### config.mk
export PLATFORM = sky130hd
export DESIGN_NAME = revcnt_seq
export DESIGN_NICKNAME = d
export VERILOG_FILES = /design/src/rtl/revcnt_pkg.sv /design/src/rtl/revcnt_core.sv /design/src/rtl/revcnt_seq.sv
export SDC_FILE = /design/constraint.sdc
export NUM_CORES = 1
export LEC_CHECK = 0
export ABC_AREA = 1
export CAP_MARGIN = 10
export CORE_MARGIN = 5
export CORE_UTILIZATION = 58
export DETAILED_ROUTE_END_ITERATION = 10
export HOLD_SLACK_MARGIN = 0.05
export PLACE_DENSITY = 0.91
export REMOVE_ABC_BUFFERS = 1
export SETUP_SLACK_MARGIN = 0.3
export SLEW_MARGIN = 20
export SYNTH_ARGS = -nofsm -noshare
export SYNTH_HDL_FRONTEND = slang
export SYNTH_SLANG_ARGS = --single-unit
### constraint.sdc
create_clock -name clk -period 6 [get_ports clk]
set_input_delay 1.2 -clock clk [delete_from_list [all_inputs] [get_ports clk]]
set_output_delay 1.2 -clock clk [all_outputs]
set_load 0.05 [all_outputs]
### src/rtl/revcnt_pkg.sv
// Shared types and constants for the revcnt sequencer and its counter core.
package revcnt_pkg;

  localparam int REVCNT_WIDTH = 16;

  typedef enum logic [1:0] {
    ONESHOT  = 2'd0,
    RELOAD   = 2'd1,
    PINGPONG = 2'd2
  } mode_t;

  typedef enum logic [1:0] {
    IDLE = 2'd0,
    RUN  = 2'd1,
    DONE = 2'd2
  } state_t;

  // The reserved encoding 3 behaves as one-shot.
  function automatic mode_t to_mode(input logic [1:0] m);
    return (m == 2'd3) ? ONESHOT : mode_t'(m);
  endfunction

endpackage

### src/rtl/revcnt_core.sv
// WIDTH-bit reversible counter register: load has priority over the enabled step.
module revcnt_core
  import revcnt_pkg::*;
#(
  parameter int WIDTH = REVCNT_WIDTH
) (
  input  logic             clk,
  input  logic             rst_n,
  input  logic             en,
  input  logic             load,
  input  logic [WIDTH-1:0] load_val,
  input  logic             up,
  output logic [WIDTH-1:0] cnt
);

  always_ff @(posedge clk) begin
    if (!rst_n) begin
      cnt <= '0;
    end else if (load) begin
      cnt <= load_val;
    end else if (en) begin
      cnt <= up ? cnt + WIDTH'(1) : cnt - WIDTH'(1);
    end
  end

endmodule

### src/rtl/revcnt_seq.sv
// Sequencer around revcnt_core: one-shot, auto-reload and ping-pong modes.
// Optional REVCNT_PAUSE_EN adds the pause input.
module revcnt_seq
  import revcnt_pkg::*;
#(
  parameter int WIDTH = REVCNT_WIDTH
) (
  input  logic             clk,
  input  logic             rst_n,
  input  logic             start,
  input  logic             stop,
`ifdef REVCNT_PAUSE_EN
  input  logic             pause,
`endif
  input  logic [1:0]       mode,
  input  logic             dir_init,
  input  logic [WIDTH-1:0] load_val,
  input  logic [WIDTH-1:0] lim_val,
  output logic [WIDTH-1:0] cnt,
  output logic             dir,
  output logic             busy,
  output logic             done,
  output logic             tc
);

  logic pause_i;
`ifdef REVCNT_PAUSE_EN
  assign pause_i = pause;
`else
  assign pause_i = 1'b0;
`endif

  state_t           state, state_n;
  mode_t            mode_r;
  logic [WIDTH-1:0] load_r, lim_r;
  logic             dir_r;
  logic             dir_n;
  logic             latch;
  logic             core_en, core_load, core_up;
  logic [WIDTH-1:0] core_val;
  logic             at_t, step;

  assign at_t = dir ? (cnt == lim_r) : (cnt == '0);
  assign step = (state == RUN) && !pause_i;
  assign tc   = step && at_t;
  assign busy = (state == RUN);
  assign done = (state == DONE);

  always_comb begin
    state_n   = state;
    dir_n     = dir;
    latch     = 1'b0;
    core_en   = 1'b0;
    core_load = 1'b0;
    core_up   = dir;
    core_val  = load_r;
    if (stop) begin
      state_n = IDLE;
    end else if (start) begin
      latch     = 1'b1;
      core_load = 1'b1;
      core_val  = load_val;
      dir_n     = dir_init;
      state_n   = RUN;
    end else if (step) begin
      if (!at_t) begin
        core_en = 1'b1;
      end else begin
        case (mode_r)
          RELOAD: begin
            core_load = 1'b1;
            dir_n     = dir_r;
          end
          PINGPONG: begin
            // With lim_r == 0 both terminals coincide, so the count parks at 0.
            if (lim_r != '0) begin
              dir_n   = !dir;
              core_en = 1'b1;
              core_up = !dir;
            end
          end
          default: state_n = DONE;
        endcase
      end
    end
  end

  always_ff @(posedge clk) begin
    if (!rst_n) begin
      state  <= IDLE;
      dir    <= 1'b1;
      mode_r <= ONESHOT;
      load_r <= '0;
      lim_r  <= '0;
      dir_r  <= 1'b0;
    end else begin
      state <= state_n;
      dir   <= dir_n;
      if (latch) begin
        mode_r <= to_mode(mode);
        load_r <= load_val;
        lim_r  <= lim_val;
        dir_r  <= dir_init;
      end
    end
  end

  revcnt_core #(.WIDTH(WIDTH)) u_core (
    .clk      (clk),
    .rst_n    (rst_n),
    .en       (core_en),
    .load     (core_load),
    .load_val (core_val),
    .up       (core_up),
    .cnt      (cnt)
  );

endmodule

==> results.txt, run 1 <==
area share of fa/ha/maj cells after synthesis = 0.0106
R2R Path Start = u_core.cnt[7]
largest family of logic cells by synthesized area = simple AND/OR/NAND/NOR gates
DR iter-0 viols = 322
post-synthesis cell count = 536
Starting Density = 0.597
Clk Latency, worst-skew pair = 320 ps
GRT overflow = 0
CP endpoint kind = primary output
Hold-fix buffers, CTS = 0
Util after Layout = 0.709
Pwr Density = 201 nW/um^2
Layout Nets = 624
Hold Fails Final Rpt = 0
Hold Crit Depth = 2
H-tree Lvls = 2
Synth Area in Simple Gates = 0.380
relative slew slack = 0.328
status = finished clean
Worst IR Drop VDD = 0.000137 V
CTS Sinks = 54
Port-buffer cells = 58
Setup Buffers After CTS = 0
endpoints failing setup = 0
placed cell areas = 4110 sq um
Fmax achieved = 0.261 GHz
CTS tree = done
Hold Path Origin = state[0]
ant diodes = 0
crit start category = flip-flop
CTS root buffer = clkbuf_8
number of vias per cell = 5.54
synth unique cells = 43
worst r2r path cells = 17
Synth Area in XOR/XNOR = 0.0366
CTS clk-pin slew, worst paths = 100 ps
Avg Cell Area, Syn = 6.63 sq um
Overall Global Routing Usage = 0.269
Compound-Gate Fraction of Synth Area = 0.120
largest net degree at the start of global routing = 33
drc violations = 0
worst hold path type = reg2reg
CP required = 4800 ps
PostCTS Resize Cnt = 0
Site Rows = 28
setup ws final = 2170 ps
first-pass GRT wire length = 16.6 mm
die area = 7790 sq um
Area growth syn-to-layout = 18.8%
Worst Path Max Fanout = 9
IO Pins = 59
mux share of post-synthesis cell area = 0.0423
min Tclk post-route = 3830 ps
GP Congestion = 0.945
dpl ws = 2090 ps
r2r endpoint = u_core.cnt[5]
final instance area = 4220 sq um
total wire length = 9.70 mm
RSZ-0062 raised after global routing = false
Slew Limit Fails = 0
DRT Pass-1 Iters = 7
WL/cell = 14.7 um
total number of vias = 3648
number of buffers created by CTS = 5
Die Y = 88.3 um
core area = 5960 sq um
LEAKAGE = 1.89 nW
Clock Path Buffers = 2
clock skew = 10.7 ps
max-cap violations = 0
Syn. warnings = 0
final antenna-violating net count = 0
DP Wirelength = 7.31 mm
DIE WIDTH = 88.3 um
hold worst-path end = state[0]
Synth Register Bits = 54
period utilization = 0.638
vias in the first global route = 3699
register area share after synthesis = 0.304
crit path kind = reg2out
Fin Hold WS = 488 ps
fraction of layout cells with a size suffix above 1 = 0.108
synthesized area = 3550 sq um
crit path DAT = 2630 ps
Reg2Reg Setup Slack = 2800 ps
initial antenna violation count = 0
Tightest Pin Transition = 1000 ps
Fin Setup TNS = 0 ps
==> kinds of logic (layout without fill, tap and decap cells) <==
family          Yosys count  in the layout
buf+inv                  87            134
flops                    54             54
compound gates           73             73
simple gates            290            290
fa+ha+maj                 3              3
mux                      15             15
xor+xnor                 14             14
==> synthesized netlist by cell type, drive strengths merged <==
cell type	n	area [sq um]
o221ai	1	8.76
o22ai	5	31.3
nand3	39	210
o21ai	25	129
clkinv	3	11.3
nor4	2	12.5
nor3	4	36.3
nand2	155	674
nor2	75	302
a21oi	28	151
o41ai	5	43.8
or2	10	62.6
a211oi	2	15.0
xnor2	7	61.3
o21bai	1	11.3
nand3b	1	20.0
buf	12	96.3
xor2	7	68.8
mux2i	15	150
clkbuf	8	30.0
nand4	4	31.3
inv	64	240
a31oi	6	37.5
dfxtp	54	1080
ha	3	37.5
==> metrics by stage <==
stage	instances	power [W]
5_1_grt	658	0.000896
3_3_place_gp	650	0.000599
4_1_cts	658	0.000850
6_report	658	0.000848
2_1_floorplan	516	0.000533
3_5_place_dp	650	0.000604
==> worst max-delay path by stage <==
stage / start / endpoint / slack [ps] / cells past startpoint
2_1_floorplan: start / u_core.cnt[0] / 2280 / 7
3_3_place_gp: stop / u_core.cnt[10] / 2160 / 16
3_5_place_dp: stop / u_core.cnt[15] / 2090 / 15
4_1_cts: u_core.cnt[7] / tc / 2180 / 11
5_1_grt: u_core.cnt[6] / tc / 1970 / 6
6_report: u_core.cnt[7] / tc / 2170 / 11
==> metal layers <==
layer	track usage	vias up	wire length [um]
met5	0	-	0
met3	0.0438	33	684
met4	0.137	0	324
li1	-	1798	-
met2	0.462	160	4760
met1	0.322	1657	3930
==> registers in the layout (all words and copies together), names as in the netlist <==
signal / cells
state: 2
load_r: 16
dir: 1
u_core.cnt: 16
mode_r: 2
lim_r: 16
dir_r: 1
==> cells in the final DEF, fill, tap and decap left out, types with 6 or more instances in the layout <==
| cell type | instances |
|---|---|
| xor2_1 | 6 |
| nand2_1 | 138 |
| mux2i_1 | 15 |
| inv_2 | 8 |
| inv_1 | 55 |
| clkdlybuf4s50_1 | 58 |
| nor2_2 | 9 |
| dfxtp_1 | 54 |
| o21ai_0 | 23 |
| nand2_2 | 7 |
| a31oi_1 | 6 |
| nor2_1 | 66 |
| nand2_4 | 10 |
| xnor2_1 | 7 |
| a21oi_1 | 25 |
| nand3_1 | 36 |
| or2_2 | 8 |
==> worst max-delay path, stage by stage (launching register included) <==
cell and delay [ps]:
dfxtp_1 590, inv_2 110, nand2_1 80, nand2_1 50, nor2_1 80, nand2_1 70, nor2_2 90, nand3_2 90
nand2_4 110, inv_1 80, nor2_1 130, clkdlybuf4s50_1 830
==> area by class of cell <==
class | count | area, sq um
clock buffer | 6 | 72.6
multi-input combinational | 395 | 2100
tap | 75 | 93.8
timing repair buffer | 59 | 588
fill | 507 | 1730
clock inverter | 2 | 37.5
sequential | 54 | 1080
inverter | 67 | 251
==> report_power, final <==
| part | switching, W | total (W) | internal [W] |
|---|---|---|---|
| clock | 0.000124 | 0.000248 | 0.000125 |
| combinational | 0.000124 | 0.000204 | 0.0000801 |
| sequential | 0.0000184 | 0.000395 | 0.000377 |
| total | 0.000266 | 0.000848 | 0.000581 |
Note: power is estimated with default switching activity, not from simulation.
==> run 2, diff against run 1 <==
CORE_UTILIZATION = 49   (was 58)
PLACE_DENSITY = 0.82   (was 0.91)
clock period = 3.2 ns   (was 6 ns; I/O delays follow)
==> run 2 against run 1 <==
Global-route usage shrank 3.7 points. Hold slack gained 1.9 ps. Cell count grew 5.5%. Flip-flop and latch count is the same. Power grew 80%.
==> results.txt, run 2 (synthesis results as in run 1) <==
die area = 9050 sq um
WL/cell = 14.7 um
crit start category = input pin
dpl cells = 687
largest net degree at the start of global routing = 30
Layout Nets = 637
Finished Layout Cells = 694
Die Y = 95.2 um
ant diodes = 0
multi-input logic area = 2160 sq um
first-pass GRT wire length = 16.6 mm
Pint = 0.00102 W
commonest non-fill, non-tap cells in the layout = nand2_1, nor2_1, clkdlybuf4s50_1
register area = 1100 sq um
Net Sw Frac = 0.333
CTS Sinks = 54
CP required = 3410 ps
dpl ws = 137 ps
crit path DAT = 2930 ps
drc violations = 0
Pwr Density = 346 nW/um^2
number of buffers created by CTS = 5
number of vias per cell = 5.21
CTS clk-pin slew, worst paths = 100 ps
Clock Path Buffers = 2
period utilization = 0.850
H-tree Lvls = 2
Clk Latency, worst-skew pair = 310 ps
Hold-fix buffers, CTS = 0
status = finished clean
total number of vias = 3619
CTS root buffer = clkbuf_8
DR iter-0 viols = 247
max-cap violations = 0
CP endpoint kind = flip-flop
Port-buffer cells = 58
CTS tree = done
DRT Pass-1 Iters = 6
Fmax achieved = 0.368 GHz
GP Congestion = 1.00
sw power = 0.000507 W
GRT overflow = 0
Overall Global Routing Usage = 0.231
Clk pwr share = 0.247
Largest regs = lim_r (16), load_r (16), u_core.cnt (16)
LEAKAGE = 1.97 nW
Worst Path Max Fanout = 5
Fin Setup TNS = 0 ps
Starting Density = 0.498
# fillers = 697
core area = 7140 sq um
Site Rows = 31
min Tclk post-route = 2720 ps
combinational fraction of design power = 0.270
crit path kind = in2reg
final antenna-violating net count = 0
Slew Limit Fails = 0
fraction of layout cells with a size suffix above 1 = 0.161
most common cell after layout, fill and taps aside = nand2_1
Worst IR Drop VDD = 0.000202 V
initial antenna violation count = 0
DP Wirelength = 7.61 mm
DIE WIDTH = 95.2 um
worst hold path type = reg2reg
endpoints failing setup = 0
total wire length = 10.2 mm
sequential power share = 0.483
Tightest Pin Transition = 799 ps
setup ws final = 481 ps
Hold Fails Final Rpt = 0
clock skew = 8.74 ps
relative slew slack = 0.467
IO Pins = 59
RSZ-0062 raised after global routing = true
vias in the first global route = 3596
Final Power = 0.00152 W
Area growth syn-to-layout = 23.7%
[run 2: changes by cell type in the layout (fill, tap and decap cells not counted), sizes merged]
cell	before	now
buf	1	15
bufinv	1	0
clkbuf	6	5
clkdlybuf4s50	58	57
clkinv	4	5
clkinvlp	1	0
inv	63	64
[run 2: worst max-delay path, cell delays in order]
cell,delay [ps]
clkdlybuf4s50_1,440
buf_4,180
nor2_2,180
nand3_2,140
nand2_4,130
nand3_2,90
nand2_1,70
inv_1,40
ha_1,160
inv_1,50
nand2_1,80
nand3_1,130
nand2_1,150
nand2_1,90
nand2_1,60
xnor2_1,120
a21oi_1,130
nor2_1,50
[run 2: area by class of cell]
type,instances,share of cell area
Clock buffer,5,0.0157
Clock inverter,2,0.00228
Inverter,67,0.0572
Multi-Input combinational cell,395,0.491
Sequential cell,54,0.250
Tap cell,99,0.0282
Timing Repair Buffer,72,0.155
[run 2: stage by stage]
step                hold slack (ps)   util  instance area (sq um)
floorplan                       449      -                   3430
global placement                463  0.594                   4240
detailed placement              471  0.594                   4240
CTS                             495  0.605                   4320
global route                    520  0.616                   4400
finish                          490  0.616                   4400
[run 2: layer usage]
metal / vias up / GRT usage / part of all wire
met5: - / 0 / 0
met4: 0 / 0.0841 / 0.027
met3: 25 / 0.0395 / 0.070
met2: 120 / 0.398 / 0.48
met1: 1653 / 0.289 / 0.42
li1: 1821 / - / -
[run 2: worst paths after layout]
| kind | cells past startpoint | slack [ps] | end | from |
|---|---|---|---|---|
| setup / recovery | 18 | 480 | u_core.cnt[8] | stop |
| hold / removal | 2 | 490 | load_r[6] | load_r[6] |
| setup reg to reg | 21 | 510 | u_core.cnt[8] | dir |
| hold reg to reg | 2 | 490 | load_r[6] | load_r[6] |
[run 2: what timing repair did]
item                                    CTS  global route
setup buffers                             0             0
gates resized for setup                   0            26
endpoints found under the setup margin    0            12
hold endpoints to repair                  0             0
[run 2: power groups by stage]
stage / Clock [W] / Sequential (W) / Combinational [W]
3_5_place_dp: 0 / 0.000751 / 0.000396
6_report: 0.000376 / 0.000735 / 0.000411
5_1_grt: 0.000410 / 0.000740 / 0.000452
2_1_floorplan: 0 / 0.000771 / 0.000228
3_3_place_gp: 0 / 0.000750 / 0.000387
4_1_cts: 0.000382 / 0.000735 / 0.000399
